[config.mk]
export PLATFORM = sky130hd
export DESIGN_NAME = fme_refine
export DESIGN_NICKNAME = d
export VERILOG_FILES = /design/src/rtl/fme_pkg.sv /design/src/rtl/sad_acc.sv /design/src/rtl/fme_refine.sv
export SDC_FILE = /design/constraint.sdc
export NUM_CORES = 1
export LEC_CHECK = 0
export CAP_MARGIN = 0
export CORE_ASPECT_RATIO = 1.25
export CORE_MARGIN = 8
export CORE_UTILIZATION = 57
export DETAILED_ROUTE_END_ITERATION = 10
export MAX_ROUTING_LAYER = met4
export PLACE_DENSITY = 0.82
export SETUP_SLACK_MARGIN = 0.02
export SYNTH_ARGS = -nofsm -noshare
export SYNTH_HDL_FRONTEND = slang
export SYNTH_SLANG_ARGS = --single-unit
[constraint.sdc]
create_clock -name clk -period 4.3 [get_ports clk]
set_input_delay 0.43 -clock clk [delete_from_list [all_inputs] [get_ports clk]]
set_output_delay 0.43 -clock clk [all_outputs]
set_load 0.005 [all_outputs]
[src/rtl/fme_pkg.sv]
// fme_pkg: shared types, candidate offset tables and cost-width helper
// for the fractional motion-estimation refinement engine.
package fme_pkg;

  typedef enum logic [2:0] {
    S_IDLE,
    S_REQ,
    S_ACC,
    S_CMP,
    S_DONE
  } state_t;

  typedef enum logic {
    P_HALF,
    P_QPEL
  } pass_t;

  typedef struct packed {
    logic signed [2:0] dx;
    logic signed [2:0] dy;
  } ofs_t;

  localparam int N_HALF = 9;
  localparam int N_QPEL = 8;

  function automatic int cost_w(int pix_w, int blk_pix);
    return pix_w + $clog2(blk_pix);
  endfunction

  // Centre first, then the 8 half-pel neighbours in raster order.
  function automatic ofs_t half_ofs(logic [3:0] idx);
    ofs_t o;
    o = '0;
    unique case (idx)
      4'd0: o = '{dx: 3'sd0, dy: 3'sd0};
      4'd1: o = '{dx: -3'sd2, dy: -3'sd2};
      4'd2: o = '{dx: 3'sd0, dy: -3'sd2};
      4'd3: o = '{dx: 3'sd2, dy: -3'sd2};
      4'd4: o = '{dx: -3'sd2, dy: 3'sd0};
      4'd5: o = '{dx: 3'sd2, dy: 3'sd0};
      4'd6: o = '{dx: -3'sd2, dy: 3'sd2};
      4'd7: o = '{dx: 3'sd0, dy: 3'sd2};
      4'd8: o = '{dx: 3'sd2, dy: 3'sd2};
      default: o = '0;
    endcase
    return o;
  endfunction

  // Quarter-pel ring around the half-pel winner; centre is skipped.
  function automatic ofs_t qpel_ofs(logic [2:0] idx);
    ofs_t o;
    o = '0;
    unique case (idx)
      3'd0: o = '{dx: -3'sd1, dy: -3'sd1};
      3'd1: o = '{dx: 3'sd0, dy: -3'sd1};
      3'd2: o = '{dx: 3'sd1, dy: -3'sd1};
      3'd3: o = '{dx: -3'sd1, dy: 3'sd0};
      3'd4: o = '{dx: 3'sd1, dy: 3'sd0};
      3'd5: o = '{dx: -3'sd1, dy: 3'sd1};
      3'd6: o = '{dx: 3'sd0, dy: 3'sd1};
      3'd7: o = '{dx: 3'sd1, dy: 3'sd1};
      default: o = '0;
    endcase
    return o;
  endfunction

endpackage

[src/rtl/sad_acc.sv]
// sad_acc: accumulates |a-b| per enabled beat; clr/rst zero the sum.
// Ports: clk, rst, clr, en, a, b (pixels) -> sum (COST_W).
module sad_acc #(
  parameter int PIX_W  = 8,
  parameter int COST_W = 12
) (
  input  logic              clk,
  input  logic              rst,
  input  logic              clr,
  input  logic              en,
  input  logic [PIX_W-1:0]  a,
  input  logic [PIX_W-1:0]  b,
  output logic [COST_W-1:0] sum
);

  logic [PIX_W-1:0] diff;

  assign diff = (a > b) ? (a - b) : (b - a);

  always_ff @(posedge clk) begin
    if (rst || clr) begin
      sum <= '0;
    end else if (en) begin
      sum <= sum + {{(COST_W-PIX_W){1'b0}}, diff};
    end
  end

endmodule

[src/rtl/fme_refine.sv]
// fme_refine: half-pel then optional quarter-pel SAD refinement FSM.
// Ports: start/qpel_en/mv_*_in in; req_* to interpolator; pix_* stream
// in; done, mv_*_out (quarter-pel), best_cost out; busy status.
module fme_refine
  import fme_pkg::*;
#(
  parameter int PIX_W   = 8,
  parameter int BLK_PIX = 16,
  parameter int MV_W    = 8,
  parameter int COST_W  = cost_w(PIX_W, BLK_PIX)
) (
  input  logic                   clk,
  input  logic                   rst,
  input  logic                   start,
  input  logic                   qpel_en,
  input  logic signed [MV_W-1:0] mv_x_in,
  input  logic signed [MV_W-1:0] mv_y_in,
  output logic                   busy,
  output logic                   req_valid,
  input  logic                   req_ready,
  output logic signed [2:0]      req_dx,
  output logic signed [2:0]      req_dy,
  input  logic                   pix_valid,
  output logic                   pix_ready,
  input  logic [PIX_W-1:0]       cur_pix,
  input  logic [PIX_W-1:0]       ref_pix,
  output logic                   done,
  output logic signed [MV_W+1:0] mv_x_out,
  output logic signed [MV_W+1:0] mv_y_out,
  output logic [COST_W-1:0]      best_cost
);

  localparam int CNT_W = $clog2(BLK_PIX);

  state_t                state_q, state_d;
  pass_t                 pass_q;
  logic [3:0]            idx_q;
  logic [CNT_W-1:0]      beat_q;
  logic                  qpel_q;
  logic signed [MV_W-1:0] mvx_q, mvy_q;
  ofs_t                  ctr_q, best_q, best_nx;
  ofs_t                  cand, q_ofs;
  logic [COST_W-1:0]     best_cost_q, cost_nx, acc_sum;
  logic                  take, last_half, last_qpel, beat_last;
  logic                  more;
  logic signed [MV_W+1:0] res_x, res_y;

  sad_acc #(
    .PIX_W (PIX_W),
    .COST_W(COST_W)
  ) u_sad (
    .clk(clk),
    .rst(rst),
    .clr((state_q == S_REQ) && req_ready),
    .en ((state_q == S_ACC) && pix_valid),
    .a  (cur_pix),
    .b  (ref_pix),
    .sum(acc_sum)
  );

  always_comb begin
    q_ofs = qpel_ofs(idx_q[2:0]);
    if (pass_q == P_HALF) begin
      cand = half_ofs(idx_q);
    end else begin
      cand.dx = ctr_q.dx + q_ofs.dx;
      cand.dy = ctr_q.dy + q_ofs.dy;
    end
  end

  // First half candidate seeds the tracker; later ones need strict <.
  assign take = ((pass_q == P_HALF) && (idx_q == 4'd0))
              || (acc_sum < best_cost_q);
  assign best_nx = take ? cand : best_q;
  assign cost_nx = take ? acc_sum : best_cost_q;

  assign last_half = idx_q == 4'(N_HALF - 1);
  assign last_qpel = idx_q == 4'(N_QPEL - 1);
  assign beat_last = beat_q == CNT_W'(BLK_PIX - 1);
  assign more = (pass_q == P_HALF) ? (!last_half || qpel_q)
                                   : !last_qpel;

  assign res_x = {mvx_q, 2'b00}
               + {{(MV_W-1){best_nx.dx[2]}}, best_nx.dx};
  assign res_y = {mvy_q, 2'b00}
               + {{(MV_W-1){best_nx.dy[2]}}, best_nx.dy};

  always_ff @(posedge clk) begin
    if (rst) state_q <= S_IDLE;
    else     state_q <= state_d;
  end

  always_comb begin
    state_d = state_q;
    unique case (state_q)
      S_IDLE: if (start) state_d = S_REQ;
      S_REQ:  if (req_ready) state_d = S_ACC;
      S_ACC:  if (pix_valid && beat_last) state_d = S_CMP;
      S_CMP:  state_d = more ? S_REQ : S_DONE;
      S_DONE: state_d = S_IDLE;
      default: state_d = S_IDLE;
    endcase
  end

  always_comb begin
    busy      = 1'b0;
    req_valid = 1'b0;
    pix_ready = 1'b0;
    done      = 1'b0;
    req_dx    = '0;
    req_dy    = '0;
    unique case (1'b1)
      (state_q == S_IDLE): ;
      (state_q == S_REQ): begin
        busy      = 1'b1;
        req_valid = 1'b1;
        req_dx    = cand.dx;
        req_dy    = cand.dy;
      end
      (state_q == S_ACC): begin
        busy      = 1'b1;
        pix_ready = 1'b1;
      end
      (state_q == S_CMP): busy = 1'b1;
      (state_q == S_DONE): begin
        busy = 1'b1;
        done = 1'b1;
      end
      default: ;
    endcase
  end

  always_ff @(posedge clk) begin
    if (rst) begin
      pass_q      <= P_HALF;
      idx_q       <= '0;
      beat_q      <= '0;
      qpel_q      <= 1'b0;
      mvx_q       <= '0;
      mvy_q       <= '0;
      ctr_q       <= '0;
      best_q      <= '0;
      best_cost_q <= '0;
      mv_x_out    <= '0;
      mv_y_out    <= '0;
      best_cost   <= '0;
    end else begin
      unique case (state_q)
        S_IDLE: begin
          if (start) begin
            qpel_q <= qpel_en;
            mvx_q  <= mv_x_in;
            mvy_q  <= mv_y_in;
            pass_q <= P_HALF;
            idx_q  <= '0;
          end
        end
        S_REQ: if (req_ready) beat_q <= '0;
        S_ACC: if (pix_valid) beat_q <= beat_q + 1'b1;
        S_CMP: begin
          best_q      <= best_nx;
          best_cost_q <= cost_nx;
          if ((pass_q == P_HALF) && last_half) begin
            pass_q <= P_QPEL;
            idx_q  <= '0;
            ctr_q  <= best_nx;
          end else begin
            idx_q <= idx_q + 4'd1;
          end
          // Results land with the done pulse and hold until the next one.
          if (state_d == S_DONE) begin
            mv_x_out  <= res_x;
            mv_y_out  <= res_y;
            best_cost <= cost_nx;
          end
        end
        S_DONE: ;
        default: ;
      endcase
    end
  end

endmodule

==> summary.md, run 1 <==
| Metric | Value |
|---|---|
| Share of cells above drive strength 1 | `6.14%` |
| Worst R2R Path Depth | `14` |
| CTS tree | `yes` |
| Async set or reset register ratio after synthesis | `0%` |
| Syn Area/Cell | `8.20 µm²` |
| Post-synth EDFFs | `0` |
| Util after Layout | `68.1%` |
| Syn_nets | `918` |
| GRT met1 Usage | `25.6%` |
| Fill cells | `965` |
| Clock sink total | `105` |
| MaxCap Viol Count | `0` |
| Highest clock rate | `0.245 GHz` |
| Critical Path, Cell by Cell | `ha_1 > fa_1 > xnor3_1 > o21ai_1 > inv_1 > o21ai_1 > and2_1 > ha_1 > a21oi_1 > o211ai_1 > o221a_2 > xnor2_1 > o211ai_1 > a211oi_1` |
| Clk_lat worst skew | `350 ps` |
| Antenna Nets Post-Route | `0` |
| Setup CP Type | `register to register` |
| Detailed Route WL | `16.9 mm` |
| Synth unique cells | `80` |
| Initial core utilization | `58.0%` |
| Critical Path RT | `4540 ps` |
| Core area | `11500 µm²` |
| Slew HR | `34.5%` |
| Startpoint types | `register` |
| Detailed Route Iter0 Violations | `332` |
| Synth area leader | `dfxtp_1` |
| Vias in the first global route | `6002` |
| Area share of fa/ha/maj cells after synthesis | `13.2%` |
| Slew Limit Fails | `0` |
| XOR/XNOR Fraction of Synth Area | `3.82%` |
| Synth top area cells | `dfxtp_1 31%, ha_1 11%, nand2_1 7.2%, a21oi_1 6.3%, nor2_1 3.4%` |
| Drt wl/cell | `16.6 µm` |
| Data arrival, critical path | `4330 ps` |
| DR vias/cell | `6.00` |
| TNS Setup | `0 ps` |
| CTS root buf | `clkbuf_16` |
| Via count | `6112` |
| P_leak | `0.00314 µW` |
| Max Root-Sink Buffers | `2` |
| Final worst-path cycle share | `95.0%` |
| Area Growth Syn to Fin | `17.3%` |
| Slew @ Worst Pin | `978 ps` |
| Final Critical Period | `4080 ps` |
| Final net count | `979` |
| IO Port Bufs | `79` |
| # rows | `44` |
| Post-synthesis simple-gate area fraction | `20.7%` |
| Setup Skew | `8.81 ps` |
| HPWL after DPL | `12.6 mm` |
| R2R Setup Slk | `220 ps` |
| Endpoints failing setup | `0` |
| Compound-Gate Fraction of Synth Area | `21.4%` |
| Final Power | `2230 µW` |
| Count leader, synth | `nand2_1` |
| Setup slack after layout | `215 ps` |
| Max VDD drop | `166 µV` |
| TritonRoute pass-1 iters | `4` |
| Most used routing layer in global routing | `met2` |
| Sequential fraction of the synthesis area | `31.5%` |
| Num CTS Buffers | `9` |
| Hold Crit Depth | `2` |
| Slowest stage delay, CP | `430 ps` |
| Largest net degree at the start of global routing | `75` |
| CP Capture Type | `register` |
| N_diodes | `0` |
| Largest family of logic cells by synthesized area | `compound AO/OA/AOI/OAI gates` |
| Die X | `113 µm` |
| Die area | `15500 µm²` |
| # DRC | `0` |
| GRT Util Overall | `22.7%` |
| First-pass GRT wire length | `28.3 mm` |
| Mux cell area share after synthesis | `3.35%` |
| # hold bufs at CTS | `0` |
| Synth Warn # | `0` |
| Initial antenna violation count | `0` |
| Status | `completed` |
| Clock transition at path regs | `70 ps` |
| Hold Crit Class | `primary input to register` |
| Critical-path top delay cell | `and2_1` |
| Placer Congestion | `0.867` |
| Commonest cells in the netlist | `128 x nand2_1, 105 x dfxtp_1, 84 x a21oi_1` |
| Post-synth design cell area | `6680 µm²` |
| Placement Setup Slack | `81.3 ps` |
| Met3 Usage GRT | `4.24%` |
| Htree depth | `3` |
| Multi-input gate area | `4180 µm²` |
| RSZ-0062 raised after global routing | `no` |
| Gate Count Post-Synth | `814` |
| GRT overflow | `0` |
| Final number of hold-violating endpoints | `0` |
| FF+latch area | `2100 µm²` |
| Synth top area share | `31.5%` |
| IO Count | `80` |
| GR Util met2 | `39.1%` |
| Pwr/cell area | `284 nW/µm²` |
| Most used DFF post-synth | `dfxtp_1` |
| Synthesized flop and latch total | `105` |
| Die height | `137 µm` |
| Crit path max fanout | `8` |
path summary, 6_finish.rpt:
check	endpoint	from
hold reg to reg	mv_x_out[7]$_SDFFE_PP0P_	mv_x_out[7]$_SDFFE_PP0P_
setup / recovery	mv_x_out[9]$_SDFFE_PP0P_	ctr_q[3]$_SDFFE_PP0P_
setup reg to reg	mv_x_out[9]$_SDFFE_PP0P_	ctr_q[3]$_SDFFE_PP0P_
hold / removal	idx_q[1]$_SDFFE_PP0P_	rst
registers in the layout (all words and copies together) (netlist names), named ones only:
register and flops:
idx_q 4, ctr_q 6, mvx_q 8, qpel_q 1
q_ofs 4, pass_q 1, best_cost 12, mv_x_out 10
u_sad.sum 12, mv_y_out 10, mvy_q 8, best_cost_q 12
best_q 6, state_q 3, beat_q 4
report_power, final:
group          switching [µW]  internal [µW]  total, µW  leakage (µW)
clock                     358            484        842      0.000149
sequential               17.6            988       1010      0.000849
combinational             217            163        380       0.00214
layout make-up:
class                           instances  share of cell area (%)
Tap cell                              138                    2.20
Clock inverter                          4                   0.655
Inverter                               54                    2.59
Multi-Input combinational cell        615                    53.3
Sequential cell                       105                    26.8
Timing Repair Buffer                   90                    11.1
Clock buffer                           12                    3.28
logic make-up (layout without fill, tap and decap cells):
| kind of cell | count (synthesis) | count (layout) |
|---|---|---|
| AOI/OAI and AO/OA | 211 | 211 |
| buffers and inverters | 94 | 160 |
| DFF | 105 | 105 |
| muxes | 22 | 22 |
| adders and majority gates | 66 | 66 |
| and+or+nand+nor | 290 | 290 |
| xor gates and xnor gates | 26 | 26 |
what timing repair did:
item	4_1_cts	5_1_grt
resized for setup	0	0
endpoints found under the setup margin	0	2
setup buffers	0	3
layout by cell type (no fill, tap or decap), types with 3 or more instances in the layout:
cell | netlist | final
a31oi_1 | 4 | 4
clkbuf_16 | 0 | 9
inv_1 | 53 | 53
and2_1 | 12 | 12
a211oi_1 | 14 | 14
dfxtp_1 | 105 | 105
a21oi_1 | 84 | 84
o21bai_1 | 4 | 4
o22ai_1 | 3 | 3
nor2_1 | 60 | 59
and3_1 | 4 | 4
nand3b_1 | 3 | 3
o21a_1 | 4 | 4
nand3_1 | 32 | 32
o211ai_1 | 17 | 17
nor2b_1 | 3 | 3
or3_1 | 6 | 6
o21ai_1 | 8 | 8
xor2_1 | 7 | 7
nor4bb_1 | 3 | 3
o21ai_0 | 17 | 17
a311oi_1 | 12 | 12
clkdlybuf4s50_1 | 0 | 78
xnor2_1 | 17 | 17
nand2_1 | 128 | 128
fa_1 | 7 | 7
mux2i_1 | 19 | 19
nand2b_1 | 4 | 4
ha_1 | 59 | 59
nor3_1 | 10 | 10
a21o_1 | 9 | 9
nand4_1 | 6 | 6
buf_4 | 4 | 11
critical path, delay by kind of cell (launching register included):
| kind | cells | cell delay [ps] |
|---|---|---|
| compound gates | 7 | 1660 |
| xor+xnor | 2 | 520 |
| fa+ha+maj | 3 | 910 |
| buf+inv | 1 | 140 |
| flops | 1 | 320 |
| simple gates | 1 | 430 |
per-layer routing:
layer / share of wire (%) / vias up / wire length (µm)
li1: - / 2985 / -
met1: 43 / 2928 / 7190
met2: 51 / 166 / 8540
met3: 4.7 / 33 / 798
met4: 1.9 / 0 / 325
met5: 0 / - / 0
stage by stage:
step           hold slack (ps)  std cells  instance area (µm²)
3_5_place_dp               446        999                 7500
2_1_floorplan              437        814                 6680
3_3_place_gp               440        999                 7500
5_1_grt                    442       1018                 7830
4_1_cts                    435       1015                 7810
6_report                   426       1018                 7830
Power figures use the tool's default switching activity.
==> run 2: changes to the inputs <==
--- a/config.mk
+++ b/config.mk
@@ -10,6 +10,7 @@
 export CORE_MARGIN = 8
 export CORE_UTILIZATION = 57
 export DETAILED_ROUTE_END_ITERATION = 10
+export HOLD_SLACK_MARGIN = 0.15
 export MAX_ROUTING_LAYER = met4
 export PLACE_DENSITY = 0.82
 export SETUP_SLACK_MARGIN = 0.02
==> results of run 2 <==
No change in the layout: final DEF, timing and power equal those of run 1.
==> run 3: changes to the inputs <==
--- a/config.mk
+++ b/config.mk
@@ -5,11 +5,13 @@
 export SDC_FILE = /design/constraint.sdc
 export NUM_CORES = 1
 export LEC_CHECK = 0
+export ABC_CLOCK_PERIOD_IN_PS = 4300
 export CAP_MARGIN = 0
 export CORE_ASPECT_RATIO = 1.25
 export CORE_MARGIN = 8
 export CORE_UTILIZATION = 57
 export DETAILED_ROUTE_END_ITERATION = 10
+export GPL_TIMING_DRIVEN = 0
 export HOLD_SLACK_MARGIN = 0.15
 export MAX_ROUTING_LAYER = met4
 export PLACE_DENSITY = 0.82
==> run 3 against run 2 <==
Compared with the run above:
- worst hold slack improved by 23 ps
- via count grew 0.85%
- setup slack improved by 140 ps
- critical path depth unchanged
- final cell count is 3.1% higher
- combinational power increased by 3%
- clock power down 6.2%
- critical endpoint unchanged
==> summary.md, run 3 (synthesis results as in run 1) <==
| Metric | Value |
|---|---|
| MaxCap Viol Count | `0 (unchanged)` |
| Via count | `6164 (+0.85%)` |
| RSZ-0062 raised after global routing | `no` |
| Data arrival, critical path | `4160 ps (-170 ps)` |
| Die height | `137 µm (unchanged)` |
| Fill cells | `969 (+0.41%)` |
| GRT Util Overall | `22.6% (-0.083 points)` |
| Drt wl/cell | `16.0 µm (-3.2%)` |
| CTS root buf | `clkbuf_16` |
| WP buf/inv | `1 (unchanged)` |
| Endpoints failing setup | `0 (unchanged)` |
| Crit path launch | `ctr_q[3]$_SDFFE_PP0P_` |
| Clk_lat worst skew | `350 ps (about the same)` |
| Pwr/cell area | `274 nW/µm² (-3.5%)` |
| Switching Share | `27.5% (+0.92 points)` |
| Critical Path, Cell by Cell | `ha_1 > fa_1 > xnor3_1 > o21ai_1 > inv_1 > o21ai_1 > and2_1 > ha_1 > a21oi_1 > o211ai_1 > o221a_2 > a211o_1 > o211ai_1 > a211oi_1` |
| Area Growth Syn to Fin | `19.2%` |
| Initial antenna violation count | `0 (unchanged)` |
| Final net count | `1011 (+3.3%)` |
| Clock Power Share | `36.2% (-1.6 points)` |
| Slew HR | `52.9% (+18 points)` |
| First-pass GRT wire length | `27.9 mm (-1.4%)` |
| TNS Setup | `0 ps (unchanged)` |
| Final worst-path cycle share | `91.7% (-3.3 points)` |
| Die X | `113 µm (unchanged)` |
| Delay-heaviest family, CP | `compound AO/OA/AOI/OAI gates` |
| Critical Path RT | `4520 ps (-20 ps)` |
| Share of cells above drive strength 1 | `7.68% (+1.5 points)` |
| Top Registers | `best_cost x12, best_cost_q x12, u_sad.sum x12` |
| Hold Crit Class | `register to register` |
| Reg2reg start | `ctr_q[3]$_SDFFE_PP0P_` |
| Seq pwr share | `45.8% (+0.6 points)` |
| Setup CP Type | `register to register` |
| Hold Startpoint | `mv_x_out[6]$_SDFFE_PP0P_` |
| Sw Pwr | `601 µW (+1.4%)` |
| DR vias/cell | `5.87 (-2.2%)` |
| Critical-path top delay cell | `and2_1` |
| Clock sink total | `105 (unchanged)` |
| CTS tree | `yes` |
| # DRC | `0 (unchanged)` |
| Detailed Route WL | `16.8 mm (-0.20%)` |
| Status | `completed` |
| Commonest non-fill, non-tap cells in the layout | `128 x nand2_1, 105 x dfxtp_1, 84 x a21oi_1` |
| Core area | `11500 µm² (unchanged)` |
| Clock transition at path regs | `70 ps (about the same)` |
| Antenna Nets Post-Route | `0 (unchanged)` |
| Slew Limit Fails | `0 (unchanged)` |
| Die area | `15500 µm² (unchanged)` |
| N_diodes | `0 (unchanged)` |
| Internal power | `1580 µW (-3.2%)` |
| Initial core utilization | `58.0% (unchanged)` |
| TritonRoute pass-1 iters | `5 (+1)` |
| # rows | `44 (unchanged)` |
| Final Power | `2180 µW (-2.0%)` |
| Crit path max fanout | `8 (unchanged)` |
| Htree depth | `3 (unchanged)` |
| Vias in the first global route | `5995 (-0.12%)` |
| # hold bufs at CTS | `0 (unchanged)` |
| Slew @ Worst Pin | `704 ps (-275 ps)` |
| Commonest non-fill, non-tap cell in the layout | `nand2_1` |
| Final number of hold-violating endpoints | `0 (unchanged)` |
| Logic pwr share | `18.0% (+1.0 points)` |
| Detailed Route Iter0 Violations | `335 (+0.90%)` |
| HPWL after DPL | `13.0 mm (+3.4%)` |
| Num CTS Buffers | `9 (unchanged)` |
| Largest net degree at the start of global routing | `17 (-77%)` |
| IO Count | `80 (unchanged)` |
| Highest clock rate | `0.254 GHz (+3.6%)` |
| Max VDD drop | `197 µV (+19%)` |
| GRT overflow | `0 (unchanged)` |
| IO Port Bufs | `79 (unchanged)` |
| Placer Congestion | `0.892 (+2.8%)` |
| CP Capture Type | `register` |
| Slowest stage delay, CP | `430 ps (about the same)` |
| Max Root-Sink Buffers | `2 (unchanged)` |
| Final Critical Period | `3940 ps (-142 ps)` |
| P_leak | `0.00323 µW (+2.8%)` |
| Setup Skew | `10.5 ps (+1.68 ps)` |
| Startpoint types | `register` |
-- run 3: worst register-to-register path, cell delays in order (launching register included) --
cell and delay (ps):
dfxtp_1 320, ha_1 210, fa_1 400, xnor3_1 350, o21ai_1 320, inv_1 130, o21ai_1 210, and2_1 430
ha_1 310, a21oi_1 180, o211ai_1 180, o221a_2 340, a211o_1 280, o211ai_1 90, a211oi_1 90
-- run 3: what timing repair did --
| action | 4_1_cts | 5_1_grt |
|---|---|---|
| setup buffers | 0 | 3 |
| setup endpoints to repair | 0 | 4 |
| resized for setup | 0 | 5 |
-- run 3: per-layer routing --
layer / wire, µm / part of all wire [%] / GRT usage, % / up-vias
li1: - / - / - / 3058
met1: 7210 / 43 / 25.4 / 2915
met3: 891 / 5.3 / 3.75 / 30
met5: 0 / 0 / - / -
met4: 325 / 1.9 / 7.74 / 0
met2: 8390 / 50 / 39.9 / 161
-- run 3: worst paths after layout --
| path | end | slack [ps] | cells after the start |
|---|---|---|---|
| worst max-delay path | mv_x_out[9]$_SDFFE_PP0P_ | 360 | 14 |
| worst min-delay path | mv_x_out[6]$_SDFFE_PP0P_ | 450 | 2 |
| worst max register to register | mv_x_out[9]$_SDFFE_PP0P_ | 360 | 14 |
| worst min register to register | mv_x_out[6]$_SDFFE_PP0P_ | 450 | 2 |
-- run 3: cell type report --
cell class | instances | area (µm²) | area share, %
multi-input cells | 615 | 4180 | 52.5
flip-flops and latches | 105 | 2100 | 26.4
repair buffers | 82 | 813 | 10.2
clock buffers | 12 | 256 | 3.22
plain buffers | 40 | 203 | 2.55
inverters | 54 | 203 | 2.55
well taps | 138 | 173 | 2.17
clock inverters | 4 | 27.5 | 0.346
-- run 3: power groups by stage --
stage | combinational [µW] | clock, µW | sequential, µW
6_report | 393 | 790 | 1000
5_1_grt | 440 | 836 | 1000
4_1_cts | 384 | 790 | 1000
3_5_place_dp | 382 | 0 | 1020
3_3_place_gp | 376 | 0 | 1020
2_1_floorplan | 272 | 0 | 1020
-- run 3: through the flow --
step	cells	setup slack, ps	hold slack, ps	utilization, %	area (µm²)
floorplan	814	885	437	-	6680
global placement	1031	143	439	66.4	7640
detailed placement	1031	105	447	66.4	7640
CTS	1047	183	455	68.9	7920
global route	1050	107	463	69.2	7960
finish	1050	357	450	69.2	7960
